$ cat config.mk
export PLATFORM = sky130hd
export DESIGN_NAME = kernel_launcher
export DESIGN_NICKNAME = d
export VERILOG_FILES = /design/src/rtl/common_pkg.sv /design/src/rtl/cfg_fifo.sv /design/src/rtl/kernel_launcher.sv
export SDC_FILE = /design/constraint.sdc
export NUM_CORES = 1
export LEC_CHECK = 0
export CORE_MARGIN = 2
export CORE_UTILIZATION = 41
export CTS_CLUSTER_SIZE = 12
export DETAILED_ROUTE_END_ITERATION = 8
export SLEW_MARGIN = 20
export SYNTH_ARGS = -nofsm -noshare
export SYNTH_HDL_FRONTEND = slang
export SYNTH_SLANG_ARGS = --single-unit
export TNS_END_PERCENT = 30
$ cat constraint.sdc
create_clock -name clk -period 8.4 [get_ports clk]
set_input_delay 1.68 -clock clk [delete_from_list [all_inputs] [get_ports clk]]
set_output_delay 1.68 -clock clk [all_outputs]
set_load 0.005 [all_outputs]
$ cat src/rtl/common_pkg.sv
`default_nettype none
// common_pkg: types shared by the kernel launcher, its config queue and the dispatcher.
package common_pkg;

  typedef logic [31:0] data_t;

  typedef struct packed {
    data_t       kernel_addr;
    data_t       arg_addr;
    logic [15:0] num_blocks;
  } kernel_config_t;

  typedef struct packed {
    kernel_config_t cfg;
    logic [7:0]     id;
  } queue_entry_t;

  typedef enum logic [1:0] {
    ST_IDLE   = 2'd0,
    ST_CLEAR  = 2'd1,
    ST_RUN    = 2'd2,
    ST_REPORT = 2'd3
  } launcher_state_e;

endpackage
`default_nettype wire

$ cat src/rtl/cfg_fifo.sv
`default_nettype none
// cfg_fifo: power-of-two depth FIFO with occupancy count; pushes when full and pops when empty are dropped.
module cfg_fifo
  import common_pkg::*;
#(
  parameter int unsigned WIDTH = 8,
  parameter int unsigned DEPTH = 4
) (
  input  logic                     clk,
  input  logic                     reset,
  input  logic                     push_i,
  input  logic [WIDTH-1:0]         data_i,
  input  logic                     pop_i,
  output logic [WIDTH-1:0]         data_o,
  output logic                     full_o,
  output logic                     empty_o,
  output logic [$clog2(DEPTH):0]   count_o
);

  localparam int unsigned AW = $clog2(DEPTH);

  logic [WIDTH-1:0] mem_q [DEPTH];
  logic [AW-1:0]    wr_ptr_q;
  logic [AW-1:0]    rd_ptr_q;
  logic [AW:0]      count_q;
  logic             do_push;
  logic             do_pop;

  // DEPTH is a power of two, so the count MSB alone flags full.
  assign full_o  = count_q[AW];
  assign empty_o = (count_q == '0);
  assign count_o = count_q;
  assign data_o  = mem_q[rd_ptr_q];

  assign do_push = push_i && !full_o;
  assign do_pop  = pop_i && !empty_o;

  always_ff @(posedge clk or negedge reset) begin
    if (!reset) begin
      wr_ptr_q <= '0;
      rd_ptr_q <= '0;
      count_q  <= '0;
    end else begin
      if (do_push) wr_ptr_q <= wr_ptr_q + 1'b1;
      if (do_pop)  rd_ptr_q <= rd_ptr_q + 1'b1;
      case ({do_push, do_pop})
        2'b10:   count_q <= count_q + 1'b1;
        2'b01:   count_q <= count_q - 1'b1;
        default: count_q <= count_q;
      endcase
    end
  end

  always_ff @(posedge clk) begin
    if (do_push) mem_q[wr_ptr_q] <= data_i;
  end

endmodule
`default_nettype wire

$ cat src/rtl/kernel_launcher.sv
`default_nettype none
// kernel_launcher: queues kernel launch requests and sequences CLEAR/RUN/REPORT against an external dispatcher.
// Optional run watchdog enabled by defining LAUNCHER_WATCHDOG_EN.
module kernel_launcher
  import common_pkg::*;
#(
  parameter int unsigned QUEUE_DEPTH = 4,
  parameter int unsigned WDOG_LIMIT  = 65535
) (
  input  logic                          clk,
  input  logic                          reset,
  input  logic                          host_valid,
  output logic                          host_ready,
  input  kernel_config_t                host_config,
  output logic                          disp_reset_n,
  output logic                          disp_start,
  output kernel_config_t                disp_config,
  input  logic                          disp_finished,
  output logic                          done_valid,
  input  logic                          done_ready,
  output logic [7:0]                    done_kernel_id,
  output logic                          done_timeout,
  output logic                          busy,
  output logic [$clog2(QUEUE_DEPTH):0]  queue_count
);

  launcher_state_e state_q, state_d;
  kernel_config_t  cur_cfg_q, cur_cfg_d;
  logic [7:0]      cur_id_q, cur_id_d;
  logic [7:0]      id_ctr_q;
  logic            ready_q;
  logic            disp_reset_n_q;

  queue_entry_t    push_entry;
  queue_entry_t    head_entry;
  logic            fifo_push;
  logic            fifo_pop;
  logic            fifo_full;
  logic            fifo_empty;
  logic            wdog_expired;

  assign push_entry.cfg = host_config;
  assign push_entry.id  = id_ctr_q;
  // ready_q keeps host_ready low through reset and rises on the first edge after release.
  assign host_ready     = ready_q && !fifo_full;
  assign fifo_push      = host_valid && host_ready;

  cfg_fifo #(
    .WIDTH ($bits(queue_entry_t)),
    .DEPTH (QUEUE_DEPTH)
  ) u_cfg_fifo (
    .clk     (clk),
    .reset   (reset),
    .push_i  (fifo_push),
    .data_i  (push_entry),
    .pop_i   (fifo_pop),
    .data_o  (head_entry),
    .full_o  (fifo_full),
    .empty_o (fifo_empty),
    .count_o (queue_count)
  );

  always_comb begin
    state_d   = state_q;
    cur_cfg_d = cur_cfg_q;
    cur_id_d  = cur_id_q;
    fifo_pop  = 1'b0;
    unique case (state_q)
      ST_IDLE: begin
        if (!fifo_empty) begin
          fifo_pop  = 1'b1;
          cur_cfg_d = head_entry.cfg;
          cur_id_d  = head_entry.id;
          state_d   = (head_entry.cfg.num_blocks == '0) ? ST_REPORT : ST_CLEAR;
        end
      end
      ST_CLEAR: state_d = ST_RUN;
      ST_RUN: begin
        if (disp_finished || wdog_expired) state_d = ST_REPORT;
      end
      ST_REPORT: begin
        if (done_ready) state_d = ST_IDLE;
      end
      default: state_d = ST_IDLE;
    endcase
  end

  always_ff @(posedge clk or negedge reset) begin
    if (!reset) begin
      state_q        <= ST_IDLE;
      cur_cfg_q      <= '0;
      cur_id_q       <= '0;
      id_ctr_q       <= '0;
      ready_q        <= 1'b0;
      disp_reset_n_q <= 1'b0;
    end else begin
      state_q        <= state_d;
      cur_cfg_q      <= cur_cfg_d;
      cur_id_q       <= cur_id_d;
      ready_q        <= 1'b1;
      disp_reset_n_q <= (state_d != ST_CLEAR);
      if (fifo_push) id_ctr_q <= id_ctr_q + 8'd1;
    end
  end

`ifdef LAUNCHER_WATCHDOG_EN
  logic [31:0] wdog_q, wdog_d;
  logic        timeout_q;

  // CLEAR always precedes RUN, so clearing there gives a fresh count on RUN entry.
  always_comb begin
    wdog_d = wdog_q;
    if (state_q == ST_CLEAR)    wdog_d = '0;
    else if (state_q == ST_RUN) wdog_d = wdog_q + 32'd1;
  end

  assign wdog_expired = (state_q == ST_RUN) && ((wdog_q + 32'd1) >= WDOG_LIMIT);

  always_ff @(posedge clk or negedge reset) begin
    if (!reset) begin
      wdog_q    <= '0;
      timeout_q <= 1'b0;
    end else begin
      wdog_q <= wdog_d;
      if (state_d == ST_REPORT && state_q != ST_REPORT)
        timeout_q <= (state_q == ST_RUN) && !disp_finished;
    end
  end

  assign done_timeout = timeout_q;
`else
  assign wdog_expired = 1'b0;
  // WDOG_LIMIT has no effect without the watchdog.
  assign done_timeout = (WDOG_LIMIT == 0) && 1'b0;
`endif

  assign disp_reset_n   = disp_reset_n_q;
  assign disp_start     = (state_q == ST_RUN);
  assign disp_config    = cur_cfg_q;
  assign done_valid     = (state_q == ST_REPORT);
  assign done_kernel_id = cur_id_q;
  assign busy           = (state_q != ST_IDLE) || !fifo_empty;

endmodule
`default_nettype wire

==> results of run 1 <==
-- where the power goes --
group | total (mW) | switching [mW] | leakage [nW] | internal (mW)
sequential | 3.08 | 0.234 | 4.52 | 2.84
combinational | 1.78 | 0.832 | 2.28 | 0.949
clock | 1.94 | 0.811 | 0.689 | 1.13
-- critical path: stages (launching register included) --
cell and delay (ns):
dfrtp_1 0.42, nor2b_1 0.40, clkdlybuf4s50_1 0.59
-- area by class of cell --
class | instances | area, um^2
Inverter | 8 | 32.5
Tap cell | 532 | 666
Sequential cell | 459 | 13300
Multi-Input combinational cell | 415 | 3430
Clock buffer | 80 | 1360
Fill cell | 3374 | 20000
Timing Repair Buffer | 190 | 1880
Clock inverter | 7 | 68.8
-- stage by stage --
step / hold slack [ns] / total power [mW] / worst slack (ns)
finish: 0.472 / 6.80 / 4.76
global route: 0.494 / 7.20 / 4.59
CTS: 0.479 / 6.92 / 4.68
detailed placement: 0.462 / 4.96 / 4.33
global placement: 0.462 / 4.94 / 4.33
floorplan: 0.470 / 4.12 / 4.17
-- routing by layer --
layer / routed length [um] / global-route usage
met4: 592 / 0.0418
met5: 29 / 0
met2: 16700 / 0.272
met3: 1610 / 0.0369
met1: 15300 / 0.232
-- state kept, by name (all words and copies together) (netlist names) --
name                 cells
disp_config             80
u_cfg_fifo.mem_q       352
u_cfg_fifo.rd_ptr_q      2
u_cfg_fifo.count_o       3
disp_reset_n             1
ready_q                  1
done_kernel_id           8
id_ctr_q                 8
u_cfg_fifo.wr_ptr_q      2
state_q                  2
-- Yosys cell counts, drive strengths merged --
cell | count | area share
or3 | 1 | 0.00037
nor2 | 4 | 0.00089
ha | 6 | 0.0045
xor2 | 5 | 0.0026
dfrtp | 107 | 0.16
mux2i | 2 | 0.0012
o21ai | 2 | 0.00059
mux4 | 88 | 0.12
o22ai | 1 | 0.00037
or4 | 1 | 0.00045
inv | 8 | 0.0018
nor4 | 2 | 0.00074
and2 | 2 | 0.00074
nor3 | 3 | 0.00089
edfxtp | 352 | 0.63
xnor2 | 8 | 0.0042
nand3 | 5 | 0.0015
and3 | 5 | 0.0019
buf | 20 | 0.0059
nand2 | 274 | 0.061
clkbuf | 21 | 0.0047
fa | 1 | 0.0012
nand2b | 1 | 0.00037
nor2b | 2 | 0.00074
conb | 2 | 0.00045
-- logic make-up (layout without fill, tap and decap cells) --
group	Yosys count	in the layout
other	2	2
AND/OR/NAND/NOR	300	300
AO/OA/AOI/OAI	3	3
flip-flops	459	459
XOR/XNOR	13	13
buffers and inverters	49	285
multiplexers	90	90
adder cells (fa/ha/maj)	7	7
-- how the worst max path moves through the flow --
stage | start | endpoint | slack, ns | cells past startpoint
2_1_floorplan | host_valid | u_cfg_fifo.mem_q[0][0] | 4.17 | 1
3_3_place_gp | host_valid | u_cfg_fifo.mem_q[2][33] | 4.33 | 3
3_5_place_dp | host_valid | u_cfg_fifo.mem_q[1][18] | 4.33 | 3
4_1_cts | u_cfg_fifo.count_o[2] | host_ready | 4.68 | 2
5_1_grt | u_cfg_fifo.count_o[2] | host_ready | 4.59 | 2
6_report | u_cfg_fifo.count_o[2] | host_ready | 4.76 | 2
==> reports/results.tsv, run 1 <==
stage	metric	value	unit
outcome	status	complete, no violations	
critical_path	crit end category	output port	
place	Port Buffers	180	
die	row count	74	
synth	Synth Area in XOR/XNOR	0.00675	
synth	multiplexer area fraction after synthesis	0.119	
drt	Via density	4.91	
sta	RSZ-0062 raised after global routing	no	
sta	Slew headroom	0.355	
drt	drt drc	0	
sta	FMAX	274	MHz
worst_hold_path	Hold Crit Endpoint	disp_config[76]	
cts	Inserted Clock Buffers	47	
critical_path	reg-to-reg critical path startpoint	u_cfg_fifo.rd_ptr_q[0]	
cts	CTS sink count	459	
synth	Post-Synthesis Cells	923	
layout	layout cells sized above 1	0.143	
drt	Routed Antenna Nets	0	
drt	drt first-iter violations	569	
cts	clk_lat worst skew	0.56	ns
global_routing	GRT Total Usage	0.167	
power	Worst VDD drop	207	uV
synth	Post-Synthesis Cell Area	16900	um^2
place	placed instance count	1604	
critical_path	r2r setup slk	5.39	ns
synth	sequential element share of the synthesized area	0.786	
global_routing	vias in the first global route	9012	
global_routing	antenna violations before repair	2	
power	power per cell area	328	nW/um^2
worst_hold_path	Hold Path Cell Cnt	2	
place	GPL Wtd Cong	0.708	
cts	CTS Buffer Depth	3	
layout	post-route insts no fill	1691	
die	core area	40700	um^2
sta	Final setup viols	0	
die	DIE WIDTH	207	um
global_routing	largest net degree at the start of global routing	72	
power	Leakage	7.49	nW
drt	drt first pass iters	5	
sta	min Tclk post-route	3.64	ns
drt	routed wire length	34300	um
drt	Vias	8310	
global_routing	first-pass GRT wire length	53100	um
sta	fin. max-slew vios	0	
die	IO Count	182	
critical_path	Data required, critical path	6.72	ns
die	Initial Util	0.414	
layout	Layout area overhead	22.7	%
cts	CTS tree	built	
sta	crit share post-route	0.434	
die	Die ar.	42800	um^2
layout	design area	20700	um^2
cts	CTS resizes	0	
sta	Total Neg Setup Slack	0	ns
die	Die Ht	207	um
synth	synthesized-area fraction occupied by adder cells	0.00564	
synth	Synth Area in Compound Gates	0.000965	
place	HPWL after detailed placement	20200	um
critical_path	crit path DAT	1.96	ns
cts	post-CTS setup buffers	0	
synth	largest family of logic cells by synthesized area	multiplexers	
layout	commonest non-fill, non-tap cell in the layout	edfxtp_1	
cts	clk slew on worst S/H paths	0.06	ns
worst_hold_path	HP Start	disp_config[76]	
synth	syn_area_per_cell	18.3	um^2
sta	final hold viol count	0	
sta	Slew @ Worst Pin	0.968	ns
synth	Net Count, Synth	1015	
synth	Ys Warns	0	
synth	simple-gate share of the synthesized area	0.0695	
drt	WL/cell	20.3	um
critical_path	Crit Path Class	register to output port	
critical_path	R2R depth	5	
layout	fin util	0.508	
critical_path	CP Launch Type	register	
global_routing	grt total ovfl	0	
synth	Netlist cell types	30	
sta	Fin Clk Skew	0.0196	ns
worst_hold_path	HP Class	register to register	
layout	Nets	1213	
layout	antenna cells	0	
run	Max Cap Viol	0	
place	Placed Area	19300	um^2
critical_path	CP max FO	6	
synth	Seq cells post-synth	459	
cts	CTS H-tree depth	2	
critical_path	R2R Path End	disp_config[48]	
cts	CTS root buf	clkbuf_16	
layout	commonest cells after routing, fill and taps aside	edfxtp_1, nand2_1, clkdlybuf4s50_1	
cts	cts hold-fix bufs	0	
No activity file was read; power rests on OpenSTA's default activity.
==> run 2: changes to the inputs <==
Clock period 8.4 ns to 3.05 ns, I/O delays scaled along.
==> run 2 against run 1 <==
Compared with the run above: sequential power grew to 2.7 times the previous value; sequential share of layout area is 0.98 points lower; routed wire length is 0.24% higher; clock power grew to 2.8 times the previous value.
==> reports/results.tsv, run 2 (same netlist as run 1, synthesis figures left out) <==
stage	metric	value	unit	change
outcome	status	complete, no violations		unchanged
sta	Slew headroom	0.364		was 0.355
critical_path	Crit Path Class	register to output port		unchanged
global_routing	GR Layer Usage met1	0.231		was 0.232
place	Port Buffers	180		unchanged
global_routing	first-pass GRT wire length	52400	um	was 53100 um
global_routing	GRT Total Usage	0.166		was 0.167
sta	final hold viol count	0		unchanged
place	GPL Wtd Cong	0.701		was 0.708
cts	CTS tree	built		unchanged
cts	CTS root buf	clkbuf_16		unchanged
die	Initial Util	0.414		unchanged
global_routing	vias in the first global route	8903		was 9012
power	clock share of power	0.290		was 0.285
power	Gate power share	0.268		was 0.262
drt	Vias	8450		was 8310
cts	clk_lat worst skew	0.57	ns	was 0.56 ns
layout	Largest Register	u_cfg_fifo.mem_q		unchanged
power	Flop pwr share	0.442		was 0.453
drt	routed wire length	34400	um	was 34300 um
sta	FMAX	391	MHz	
global_routing	grt total ovfl	0		unchanged
die	row count	74		unchanged
sta	fin. max-slew vios	0		unchanged
drt	drt drc	0		unchanged
cts	CTS sink count	459		unchanged
critical_path	crit end category	output port		unchanged
global_routing	layer with the highest usage	met2		unchanged
layout	layout cells sized above 1	0.162		was 0.143
sta	post-route setup slack	0.490	ns	was 4.76 ns
sta	min Tclk post-route	2.56	ns	
global_routing	largest net degree at the start of global routing	91		was 72
cts	CTS H-tree depth	2		unchanged
die	DIE WIDTH	207	um	unchanged
drt	WL/cell	20.1	um	was 20.3 um
critical_path	reg-to-reg critical path startpoint	u_cfg_fifo.rd_ptr_q[0]		unchanged
layout	register area	13300	um^2	unchanged
die	Die Ht	207	um	unchanged
power	power per cell area	906	nW/um^2	was 328 nW/um^2
run	Max Cap Viol	0		unchanged
power	Net Switching	5.25	mW	was 1.88 mW
critical_path	CP max FO	6		unchanged
place	DP Worst Slack	0.472	ns	was 4.33 ns
power	switching power share of the total	0.276		about the same
die	core area	40700	um^2	unchanged
layout	commonest non-fill, non-tap cell in the layout	edfxtp_1		unchanged
sta	crit share post-route	0.839		
place	HPWL after detailed placement	19800	um	was 20200 um
drt	Routed Antenna Nets	0		unchanged
layout	Multi-input gate area	3430	um^2	unchanged
drt	drt first pass iters	6		was 5
power	power consumption	19.0	mW	was 6.80 mW
critical_path	Critical Path Start	u_cfg_fifo.count_o[2]		unchanged
drt	Via density	4.94		was 4.91
drt	drt first-iter violations	550		was 569
layout	max FFs per register	352		unchanged
layout	Nets	1233		was 1213
cts	CTS Buffer Depth	3		unchanged
worst_hold_path	HP Class	input pin to asynchronous set/reset pin		was register to register
power	Worst VDD drop	551	uV	was 207 uV
critical_path	Data required, critical path	2.44	ns	was 6.72 ns
layout	Layout area overhead	24.6	%	was 22.7%
critical_path	crit path DAT	1.95	ns	was 1.96 ns
critical_path	CP Launch Type	register		unchanged
power	internal power	13.8	mW	was 4.92 mW
layout	# fillers	3399		was 3374
cts	cts hold-fix bufs	0		unchanged
cts	CTS resizes	0		unchanged
global_routing	GR Util met3	0.0344		was 0.0369
cts	clk slew on worst S/H paths	0.06	ns	about the same
sta	Slew @ Worst Pin	0.954	ns	was 0.968 ns
sta	Final setup viols	0		unchanged
sta	Fin Clk Skew	0.0191	ns	was 0.0196 ns
cts	post-CTS setup buffers	0		unchanged
die	IO Count	182		unchanged
sta	RSZ-0062 raised after global routing	no		unchanged
layout	commonest cells after routing, fill and taps aside	edfxtp_1, nand2_1, clkdlybuf4s50_1		unchanged
power	Leakage	7.65	nW	was 7.49 nW
global_routing	met2 Use GR	0.263		was 0.272
global_routing	antenna violations before repair	2		unchanged
cts	Inserted Clock Buffers	48		was 47
die	Die ar.	42800	um^2	unchanged
[run 2: cell count changes in the layout (fill, tap and decap cells not counted), moves of 2 or more]
cell       delta
clkbuf_16     +2
clkinv_2      +5
clkbuf_1      -6
buf_12        +9
buf_4        +10
[run 2: worst paths after layout]
check	endpoint	slack [ns]	cells past startpoint
hold / removal	state_q[0]	0.02	1
min in group clk	disp_config[78]	0.47	2
hold reg to reg	disp_config[78]	0.47	2
setup reg to reg	state_q[1]	0.73	4
setup / recovery	host_ready	0.49	2
max in group asynchronous	disp_config[68]	2.28	2
[run 2: through the flow]
stage | setup TNS, ns | area, um^2 | hold slack (ns) | instances | utilization
floorplan | -34.12 | 16900 | 0.314 | 923 | -
detailed placement | 0 | 19500 | 0.461 | 1623 | 0.479
CTS | 0 | 21000 | 0.00972 | 1711 | 0.516
global route | 0 | 21000 | 0.0438 | 1712 | 0.516
finish | 0 | 21000 | 0.0163 | 1712 | 0.516
global placement | 0 | 19500 | 0.457 | 1623 | 0.479
[run 2: power groups by stage]
stage | combinational [mW] | clock, mW | sequential (mW)
floorplan | 2.95 | 0 | 8.40
global placement | 5.17 | 0 | 8.55
detailed placement | 5.23 | 0 | 8.56
CTS | 5.25 | 5.67 | 8.45
global route | 5.66 | 5.92 | 8.55
finish | 5.10 | 5.52 | 8.43
[run 2: cell type report]
| cell class | count | share of cell area |
|---|---|---|
| sequential | 459 | 0.631 |
| multi-input combinational | 415 | 0.163 |
| timing repair buffer | 209 | 0.102 |
| clock buffer | 75 | 0.0654 |
| tap | 532 | 0.0317 |
| clock inverter | 13 | 0.00566 |
| inverter | 8 | 0.00155 |
| antenna | 1 | 0.000119 |
[run 2: metal layers]
metal,part of all wire,vias to the layer above
met1,0.45,4317
li1,-,3884
met5,0.00055,-
met3,0.054,54
met2,0.47,193
met4,0.020,2
[run 2: critical path, cell delays in order, from the launching register on]
cell             delay, ns
dfrtp_1               0.42
nor2b_1               0.38
clkdlybuf4s50_1       0.58
